--- src/rtl/duty_sched_if.sv ---
// Configuration channel for duty_sched: a valid/ready handshake that carries
// one waveform job (low length, high length, repeat count).
interface duty_sched_if #(
   parameter int CW = 8,
   parameter int NW = 8
);

   logic          cfg_valid;
   logic          cfg_ready;
   logic [CW-1:0] cfg_low;
   logic [CW-1:0] cfg_high;
   logic [NW-1:0] cfg_reps;

   // The job source drives the fields and valid, and watches ready
   modport master (
      output cfg_valid,
      output cfg_low,
      output cfg_high,
      output cfg_reps,
      input  cfg_ready
   );

   // The scheduler consumes the job and reports when it can take one
   modport slave (
      input  cfg_valid,
      input  cfg_low,
      input  cfg_high,
      input  cfg_reps,
      output cfg_ready
   );

endinterface

--- src/rtl/duty_sched.sv ---
// Duty-cycle waveform scheduler.
// A job describes a period of 'low' cycles at a=0 followed by 'high' cycles
// at a=1, repeated 'reps' times (0 = forever). The job fields are captured
// when the job is accepted, so the source may change them freely afterwards.
// All outputs are registered and are derived from the next state, so each
// output always reflects the state the FSM is currently in.
module duty_sched #(
   parameter int CW = 8,
   parameter int NW = 8
) (
   input  logic        clk,
   input  logic        rst_n,
   duty_sched_if.slave cfg,
   input  logic        abort,
   output logic        a,
   output logic        busy,
   output logic        done
);

   typedef enum logic [1:0] {
      IDLE = 2'd0,
      LOW  = 2'd1,
      HIGH = 2'd2,
      DONE = 2'd3
   } stateType;

   stateType      state;
   stateType      stateNext;

   logic [CW-1:0] phaseCnt;
   logic [CW-1:0] phaseCntNext;
   logic [CW-1:0] lowLen;
   logic [CW-1:0] lowLenNext;
   logic [CW-1:0] highLen;
   logic [CW-1:0] highLenNext;
   logic [NW-1:0] repCnt;
   logic [NW-1:0] repCntNext;
   logic [NW-1:0] repTarget;
   logic [NW-1:0] repTargetNext;

   logic          readyReg;
   logic          accept;
   logic          periodEnd;

   // readyReg is only set by a clock edge, so ready stays low while reset is
   // held and rises on the first edge after release; abort masks it at once
   assign cfg.cfg_ready = readyReg & ~abort;
   assign accept        = cfg.cfg_valid & cfg.cfg_ready;

   // State, counters and latched job fields; outputs registered from next state
   always_ff @(posedge clk or negedge rst_n) begin
      if (!rst_n) begin
         state     <= IDLE;
         phaseCnt  <= '0;
         lowLen    <= '0;
         highLen   <= '0;
         repCnt    <= '0;
         repTarget <= '0;
         readyReg  <= 1'b0;
         a         <= 1'b0;
         busy      <= 1'b0;
         done      <= 1'b0;
      end else begin
         state     <= stateNext;
         phaseCnt  <= phaseCntNext;
         lowLen    <= lowLenNext;
         highLen   <= highLenNext;
         repCnt    <= repCntNext;
         repTarget <= repTargetNext;
         readyReg  <= (stateNext == IDLE);
         a         <= (stateNext == HIGH);
         busy      <= (stateNext == LOW) || (stateNext == HIGH);
         done      <= (stateNext == DONE);
      end
   end

   // Next-state logic: phase counter is a down-counter loaded with the phase
   // length, and a phase ends on the cycle it reads 1. At a period end the
   // repeat counter advances and either finishes the job or restarts the
   // period with no gap cycle. Abort overrides everything outside IDLE.
   always_comb begin
      stateNext     = state;
      phaseCntNext  = phaseCnt;
      lowLenNext    = lowLen;
      highLenNext   = highLen;
      repCntNext    = repCnt;
      repTargetNext = repTarget;
      periodEnd     = 1'b0;

      case (state)
         IDLE: begin
            if (accept) begin
               lowLenNext    = cfg.cfg_low;
               highLenNext   = cfg.cfg_high;
               repTargetNext = cfg.cfg_reps;
               repCntNext    = '0;
               if (cfg.cfg_low != '0) begin
                  stateNext    = LOW;
                  phaseCntNext = cfg.cfg_low;
               end else if (cfg.cfg_high != '0) begin
                  stateNext    = HIGH;
                  phaseCntNext = cfg.cfg_high;
               end else begin
                  stateNext    = DONE;
                  phaseCntNext = '0;
               end
            end
         end

         LOW: begin
            if (phaseCnt <= CW'(1)) begin
               if (highLen != '0) begin
                  stateNext    = HIGH;
                  phaseCntNext = highLen;
               end else begin
                  periodEnd = 1'b1;
               end
            end else begin
               phaseCntNext = phaseCnt - CW'(1);
            end
         end

         HIGH: begin
            if (phaseCnt <= CW'(1)) begin
               periodEnd = 1'b1;
            end else begin
               phaseCntNext = phaseCnt - CW'(1);
            end
         end

         DONE: begin
            stateNext = IDLE;
         end

         default: begin
            stateNext = IDLE;
         end
      endcase

      if (periodEnd) begin
         repCntNext = repCnt + NW'(1);
         if ((repTarget != '0) && (repCntNext == repTarget)) begin
            stateNext    = DONE;
            phaseCntNext = '0;
         end else if (lowLen != '0) begin
            stateNext    = LOW;
            phaseCntNext = lowLen;
         end else begin
            stateNext    = HIGH;
            phaseCntNext = highLen;
         end
      end

      if (abort && (state != IDLE)) begin
         stateNext    = IDLE;
         phaseCntNext = '0;
         repCntNext   = '0;
      end
   end

endmodule

--- src/flat_wrapper.sv ---
// flat-port wrapper written by rule: the top's interface ports become plain ports
module duty_sched_flat 
#(
   parameter int CW = 8,
   parameter int NW = 8
)
  (clk, rst_n, abort, a, busy, done, cfg_cfg_valid, cfg_cfg_low, cfg_cfg_high, cfg_cfg_reps, cfg_cfg_ready);
  duty_sched_if #(.CW(CW), .NW(NW)) cfg_i ();
  input  logic clk;
  input  logic rst_n;
  input  logic abort;
  output logic a;
  output logic busy;
  output logic done;
  input wire logic [$bits(cfg_i.cfg_valid)-1:0] cfg_cfg_valid;
  input wire logic [$bits(cfg_i.cfg_low)-1:0] cfg_cfg_low;
  input wire logic [$bits(cfg_i.cfg_high)-1:0] cfg_cfg_high;
  input wire logic [$bits(cfg_i.cfg_reps)-1:0] cfg_cfg_reps;
  output wire logic [$bits(cfg_i.cfg_ready)-1:0] cfg_cfg_ready;
  assign cfg_i.cfg_valid = cfg_cfg_valid;
  assign cfg_i.cfg_low = cfg_cfg_low;
  assign cfg_i.cfg_high = cfg_cfg_high;
  assign cfg_i.cfg_reps = cfg_cfg_reps;
  assign cfg_cfg_ready = cfg_i.cfg_ready;
  duty_sched #(.CW(CW), .NW(NW)) u_core (.clk(clk), .rst_n(rst_n), .cfg(cfg_i), .abort(abort), .a(a), .busy(busy), .done(done));
endmodule
--- config.mk ---
export PLATFORM = sky130hd
export DESIGN_NAME = duty_sched_flat
export DESIGN_NICKNAME = d
export VERILOG_FILES = /design/src/rtl/duty_sched_if.sv /design/src/rtl/duty_sched.sv /design/src/flat_wrapper.sv
export SDC_FILE = /design/constraint.sdc
export NUM_CORES = 1
export LEC_CHECK = 0
export CAP_MARGIN = 30
export CORE_ASPECT_RATIO = 1.2
export CORE_MARGIN = 3
export CORE_UTILIZATION = 35
export DETAILED_ROUTE_END_ITERATION = 12
export MAX_ROUTING_LAYER = met4
export REMOVE_ABC_BUFFERS = 1
export SYNTH_ARGS = -nofsm -noshare
export SYNTH_HDL_FRONTEND = slang
export SYNTH_SLANG_ARGS = --single-unit
--- constraint.sdc ---
create_clock -name clk -period 2.43 [get_ports clk]
set_clock_uncertainty 0.1 [all_clocks]
set_input_delay 0.3645 -clock clk [delete_from_list [all_inputs] [get_ports clk]]
set_output_delay 0.3645 -clock clk [all_outputs]
set_load 0.01 [all_outputs]
# Word level (Yosys, flattened, before mapping)
# Index checks and enable logic that the tools add are counted.
# W data, S select, Z words.
dict set report totals {
  regBits 46
  input_bits 28
  output_inout_bits 4
  word_cells 72
}
dict set report classes {
  addsub 2
  n_lt_le_gt_ge 1
  n_eq_ne 10
  muxes 29
  bitwise 3
  n_reduce_logical 17
}
# op n
set op_table {}
lappend op_table {{$mux W8} 14}
lappend op_table {{$reduce_bool A8 Y1} 5}
lappend op_table {{$pmux W8 S3} 1}
lappend op_table {{$mux W2} 8}
lappend op_table {{$add A8 B1 Y8 const B} 1}
lappend op_table {{$eq A2 B2 Y1 const B} 4}
lappend op_table {{$eq A8 B8 Y1} 1}
lappend op_table {{$le A8 B1 Y1 const B} 1}
lappend op_table {{$sub A8 B1 Y8 const B} 1}
lappend op_table {{$pmux W2 S3} 1}
lappend op_table {{$reduce_bool A3 Y1} 2}
lappend op_table {{$ne A5 B4 Y1 const B} 1}
lappend op_table {{$reduce_bool A5 Y1} 1}
lappend op_table {{$eq A2 B1 Y1 const B} 2}
lappend op_table {{$logic_not A2 Y1} 2}
lappend op_table {{$mux W1} 4}
lappend op_table {{$ne A4 B1 Y1 const B} 1}
lappend op_table {{$ne A4 B3 Y1 const B} 1}
lappend op_table {{$reduce_and A2 Y1} 2}
lappend op_table {{$reduce_and A4 Y1} 1}
lappend op_table {{$and A1 B1 Y1} 2}
lappend op_table {{$logic_and A1 B1 Y1} 2}
lappend op_table {{$pmux W1 S2} 1}
lappend op_table {{$reduce_bool A2 Y1} 1}
lappend op_table {{other kinds (2)} 2}

# Depth between registers and ports, before layout
dict set report logic_depth {
  ltp_word 9
  depth_mapped 10
  mapped_depth_nobuf 9
}

# Worst setup path after synthesis
# Ideal clock, no wire load.
dict set report synth_path {
  kind {reg-to-reg}
  start {register u_core.phaseCnt[0]}
  end {register u_core.busy}
  setup_ps 126
  arrival_ps 2385
  required_ps 2204
  path_slack_ps -181
  path_stages_with_launch 10
  path_buffers 1
  synth_period_minus_slack_ps 2611
  path_cell_list {dfrtp_1 -> inv_1 -> ha_1 -> or2_2 -> clkbuf_1 -> and3_1 -> and3_1 -> or3_1 -> o311ai_0 -> ha_1}
}
dict set report synth_between {
  elab_chain_len 7
  word_cells_on_any_way 11
  classes_between {order compare: 1; eq/ne: 2; mux: 7; reduce/logical: 1}
}
# element line
set synth_rtl {}
lappend synth_rtl {{start: declaration} duty_sched.sv:30} ;# logic [CW-1:0] phaseCnt;
lappend synth_rtl {{start signal: assignment} duty_sched.sv:65} ;# phaseCnt <= phaseCntNext;
lappend synth_rtl {{$le A8 B1 Y1 (*)} {duty_sched.sv:111, duty_sched.sv:124}}
lappend synth_rtl {{$mux W2, or another cell as far along} duty_sched.sv:111} ;# if (phaseCnt <= CW'(1)) begin
lappend synth_rtl {{$pmux W2 S3 / $pmux W1 S2 (equally long branches)} duty_sched.sv:90} ;# case (state)
lappend synth_rtl {{$mux W2 (*)} duty_sched.sv:140} ;# if (periodEnd) begin
lappend synth_rtl {{$mux W2 (*)} duty_sched.sv:154} ;# if (abort && (state != IDLE)) begin
lappend synth_rtl {{$eq A2 B1 Y1 / $eq A2 B2 Y1 (equally long branches)} duty_sched.sv:72} ;# busy <= (stateNext == LOW) || (stateNext == HIGH);
lappend synth_rtl {{$logic_or A1 B1 Y1 (*)} duty_sched.sv:72}
lappend synth_rtl {{end signal: assignment} duty_sched.sv:72}
lappend synth_rtl {{end: declaration} duty_sched.sv:16} ;# output logic busy,
# Every way passes the cells marked *; elsewhere a longest branch is shown, timed or not.
# A chain may end at the register's enable or synchronous reset.

# Final worst setup path
# Ends and elaborated chain as after synthesis.

==> report_table.html <==
<table>
<tr><th>Metric</th><th>Value</th></tr>
<tr><th colspan="2">Clock tree</th></tr>
<tr><td>Clock tree from TritonCTS</td><td>yes</td></tr>
<tr><td>Depth of the CTS H-tree</td><td>2</td></tr>
<tr><td>Inserted Clock Buffers</td><td>5</td></tr>
<tr><td>Clock-pin slew on the worst setup and hold paths</td><td>90 ps</td></tr>
<tr><td>Total clock sinks</td><td>46</td></tr>
<tr><td>Clk_lat worst skew</td><td>310 ps</td></tr>
<tr><td>Worst-case clock buffer depth</td><td>2</td></tr>
<tr><td>Library cell used as clock root buffer</td><td>sky130_fd_sc_hd__clkbuf_8</td></tr>
<tr><th colspan="2">Setup path</th></tr>
<tr><td>Critical path start-end classification</td><td>register to register</td></tr>
<tr><td>Required time of the critical path</td><td>between 2000 and 3000 ps</td></tr>
<tr><td>Startpoint type of the worst setup path</td><td>register</td></tr>
<tr><td>Critical R2R Capture</td><td>u_core.busy</td></tr>
<tr><td>Critical path peak fanout</td><td>4</td></tr>
<tr><td>Worst setup path startpoint</td><td>u_core.phaseCnt[0]</td></tr>
<tr><td>Worst Path Arrival</td><td>2490 ps</td></tr>
<tr><td>Worst r2r path cells</td><td>8</td></tr>
<tr><td>Worst setup endpoint</td><td>u_core.busy</td></tr>
<tr><td>Startpoint of the lowest-slack register-to-register path</td><td>u_core.phaseCnt[0]</td></tr>
<tr><td>Worst setup slack for register-to-register paths</td><td>30 ps</td></tr>
<tr><td>Worst setup EP type</td><td>register</td></tr>
<tr><th colspan="2">Placement</th></tr>
<tr><td>Worst slack at placement</td><td>-560 ps</td></tr>
<tr><td>Last weighted congestion value of the routability-driven placer</td><td>between 0.8 and 0.9</td></tr>
<tr><td>DPL Wire Length</td><td>between 6 and 7 mm</td></tr>
<tr><td>Total cell area at the placement stage</td><td>3780 um2</td></tr>
<tr><td>Count of buffers inserted at the top-level ports</td><td>31</td></tr>
<tr><th colspan="2">Timing</th></tr>
<tr><td>Final worst-path cycle share</td><td>99.0%</td></tr>
<tr><td>Total count of hold-check failures in the final report</td><td>0</td></tr>
<tr><td>Finish-stage setup viols</td><td>0</td></tr>
<tr><td>Worst max-slew margin expressed relative to the limit</td><td>between 60% and 70%</td></tr>
<tr><td>Final critical-path required period</td><td>2400 ps</td></tr>
<tr><td>Post-route setup slack</td><td>~25 ps</td></tr>
<tr><td>Setup_tns</td><td>0 ps</td></tr>
<tr><td>Max Slew Vio Count</td><td>0</td></tr>
<tr><td>Slew @ Worst Pin</td><td>525 ps</td></tr>
<tr><td>Peak Freq</td><td>416 MHz</td></tr>
<tr><td>Setup repair after global routing missed its margin</td><td>yes</td></tr>
<tr><th colspan="2">Floorplan</th></tr>
<tr><td>Die width</td><td>roughly 89 um</td></tr>
<tr><td>Number of placement rows</td><td>35</td></tr>
<tr><td>Die footprint</td><td>9500 um2</td></tr>
<tr><td>Overall die height</td><td>106 um</td></tr>
<tr><td>Placeable core region</td><td>7880 um2</td></tr>
<tr><td>Boundary Pins</td><td>32</td></tr>
<tr><td>Initial Utilization</td><td>37.1%</td></tr>
<tr><th colspan="2">Global routing</th></tr>
<tr><td>Total routing usage reported by global routing</td><td>19.1%</td></tr>
<tr><td>Global-route wire length before repair</td><td>14.0 mm</td></tr>
<tr><td>Initial antenna violation count</td><td>0</td></tr>
<tr><td>Number of global-route vias before repair</td><td>between 3000 and 4000</td></tr>
<tr><td>Sum of overflow across all layers after global routing</td><td>0</td></tr>
<tr><td>Pin count of the biggest net entering global routing</td><td>28</td></tr>
<tr><th colspan="2">Final layout</th></tr>
<tr><td>Number of diodes added for antenna fixing</td><td>0</td></tr>
<tr><td>Syn-to-layout area delta</td><td>40.4%</td></tr>
<tr><td>Finished layout cell area</td><td>4110 um2</td></tr>
<tr><td>Area of combinational cells with multiple inputs</td><td>1810 um2</td></tr>
<tr><td>Number of nets at the end of the flow</td><td>480</td></tr>
<tr><td>Count of fill cells added during filler insertion</td><td>781</td></tr>
<tr><td>Register cell area after layout</td><td>1150 um2</td></tr>
<tr><td>Share of layout cells above drive strength 1</td><td>between 20 and 25%</td></tr>
<tr><th colspan="2">Detailed routing</th></tr>
<tr><td>Number of design-rule violations left by the first detailed-router iteration</td><td>~160</td></tr>
<tr><td>Drt drc</td><td>0</td></tr>
<tr><td>Post-detailed-route wirelength per cell</td><td>approximately 16 um</td></tr>
<tr><td>Via total after detailed routing</td><td>2921</td></tr>
<tr><td>Average vias per placed instance</td><td>5.46</td></tr>
<tr><td>Total iterations of the first detailed-routing run</td><td>4</td></tr>
<tr><td>Sum of routed wire length over all layers</td><td>8.43 mm</td></tr>
<tr><td>Final ANT Viol Nets</td><td>0</td></tr>
<tr><th colspan="2">Min path</th></tr>
<tr><td>Min-Delay Path Class</td><td>input pin to register</td></tr>
<tr><th colspan="2">Yosys</th></tr>
<tr><td>Yosys warning count</td><td>0</td></tr>
<tr><td>Number of unique standard cell types used by synthesis</td><td>55</td></tr>
<tr><td>Synthesized area divided by synthesized cell count</td><td>8.41 um2</td></tr>
<tr><td>Post-synthesis async set-or-reset flop share</td><td>100%</td></tr>
<tr><td>Flip-flop and latch count after synthesis</td><td>46</td></tr>
<tr><td>Most used DFF post-synth</td><td>sky130_fd_sc_hd__dfrtp_1</td></tr>
<tr><td>EDFF count, synth</td><td>0</td></tr>
<tr><td>Syn Std Cell Area</td><td>2930 um2</td></tr>
<tr><td>Share of the yosys chip area belonging to registers</td><td>39.3%</td></tr>
<tr><td>Number of cells produced by synthesis</td><td>348</td></tr>
<tr><th colspan="2">Pwr</th></tr>
<tr><td>IR drop worst, VDD</td><td>~0.45 mV</td></tr>
<tr><td>LEAKAGE</td><td>1.83 nW</td></tr>
<tr><td>Power per unit of standard cell area</td><td>1080 nW/um2</td></tr>
<tr><th colspan="2">Run status</th></tr>
<tr><td>Status</td><td>finished, final reports clean</td></tr>
<tr><th colspan="2">Flow run</th></tr>
<tr><td>Max Cap Violations</td><td>0</td></tr>
</table>
registers in the layout, indices dropped and copies added (netlist names):
signal            flops
u_core.done           1
u_core.a              1
u_core.highLen        8
u_core.readyReg       1
u_core.busy           1
u_core.lowLen         8
u_core.phaseCnt       8
u_core.state          2
u_core.repCnt         8
u_core.repTarget      8
where the power goes:
group,leakage (nW),switching (mW),internal [mW]
clock network,0.0714,0.272,0.439
logic,1.17,1.29,1.13
registers,0.592,0.236,1.05
total,1.83,1.80,2.62
cells by family after synthesis:
kind of cell	after synthesis	share of synthesized area, %
muxes	1	0.385
and+or+nand+nor	158	26.0
AOI/OAI and AO/OA	96	22.6
xor gates and xnor gates	11	3.29
DFF	46	39.3
buffers and inverters	26	4.11
adders and majority gates	10	4.28
how the worst min path moves through the flow:
stage	start	endpoint	cells after the start
after floorplan	rst_n	u_core.a	0
after global placement	rst_n	u_core.repCnt[4]	1
after detailed placement	rst_n	u_core.repCnt[4]	1
after CTS	cfg_cfg_low[7]	u_core.lowLen[7]	4
after global routing	cfg_cfg_low[4]	u_core.lowLen[4]	4
final	cfg_cfg_low[4]	u_core.lowLen[4]	4
cell usage after synthesis, drive strengths merged, types with 5 or more instances:
cell type   n  area (um2)
a211oi      6        57.6
a21oi      25         125
a31oi       6        37.5
a32o        6        60.1
and3        5        32.5
clkbuf      9        33.8
dfrtp      46        1150
ha         10         125
inv        12        45.0
nand2      83         312
nand3       6        35.0
nor2       19        71.3
nor3        9        55.1
nor4       11        83.8
o21ai      24         120
or3         8        52.6
xnor2       8        70.1
through the flow:
step	total power, mW	instances	hold slack (ps)	utilization [%]
2_1_floorplan	2.57	334	-31.1	-
3_3_place_gp	3.50	523	274	47.9
3_5_place_dp	3.54	523	270	47.9
4_1_cts	4.31	534	383	50.6
5_1_grt	4.77	535	390	52.1
6_report	4.42	535	363	52.1
metal layers:
layer | part of all wire [%] | track usage (%) | vias to the layer above
met1 | 41 | 22.4 | 1367
met4 | 2.9 | 6.60 | 0
met3 | 3.9 | 2.71 | 20
met2 | 52 | 32.7 | 81
li1 | - | - | 1453
met5 | 0 | - | -
final cells by class:
class                   instances  share of cell area, %
well taps                      92                   2.80
multi-input cells             276                   44.0
clock inverters                 2                   1.46
clock buffers                   6                   2.01
inverters                      12                   1.10
flip-flops and latches         46                   28.0
repair buffers                101                   20.6
worst max-delay path: stages, from the launching register on:
cell                       delay (ps)
sky130_fd_sc_hd__dfrtp_1          390
sky130_fd_sc_hd__inv_1             60
sky130_fd_sc_hd__ha_1             210
sky130_fd_sc_hd__or2_4            280
sky130_fd_sc_hd__and3_1           170
sky130_fd_sc_hd__and3_1           250
sky130_fd_sc_hd__or3_1            420
sky130_fd_sc_hd__o311ai_1         120
sky130_fd_sc_hd__ha_1             290
cell usage in the layout (no fill, tap or decap), types with 6 or more instances in the layout:
cell type                         netlist  layout
sky130_fd_sc_hd__xnor2_1                8       8
sky130_fd_sc_hd__a21oi_1               25      24
sky130_fd_sc_hd__nor3_1                 7       6
sky130_fd_sc_hd__ha_1                  10       8
sky130_fd_sc_hd__buf_4                  1      67
sky130_fd_sc_hd__dfrtp_1               46      46
sky130_fd_sc_hd__nand2_1               83      83
sky130_fd_sc_hd__nor4_1                10       9
sky130_fd_sc_hd__or3_1                  6       6
sky130_fd_sc_hd__o21ai_0               24      23
sky130_fd_sc_hd__clkdlybuf4s50_1        0      26
sky130_fd_sc_hd__clkbuf_8               0       6
sky130_fd_sc_hd__nor2_1                19      17
sky130_fd_sc_hd__a32o_1                 6       6
sky130_fd_sc_hd__inv_1                 12      12
repair_timing:
| item | CTS | global route |
|---|---|---|
| endpoints found under the hold margin | 20 | 0 |
| setup endpoints to repair | 15 | 13 |
| setup buffers | 2 | 1 |
| hold buffers | 1 | 0 |
| pin swaps | 7 | 5 |
| resized for setup | 16 | 21 |
Power figures use the tool's default switching activity.
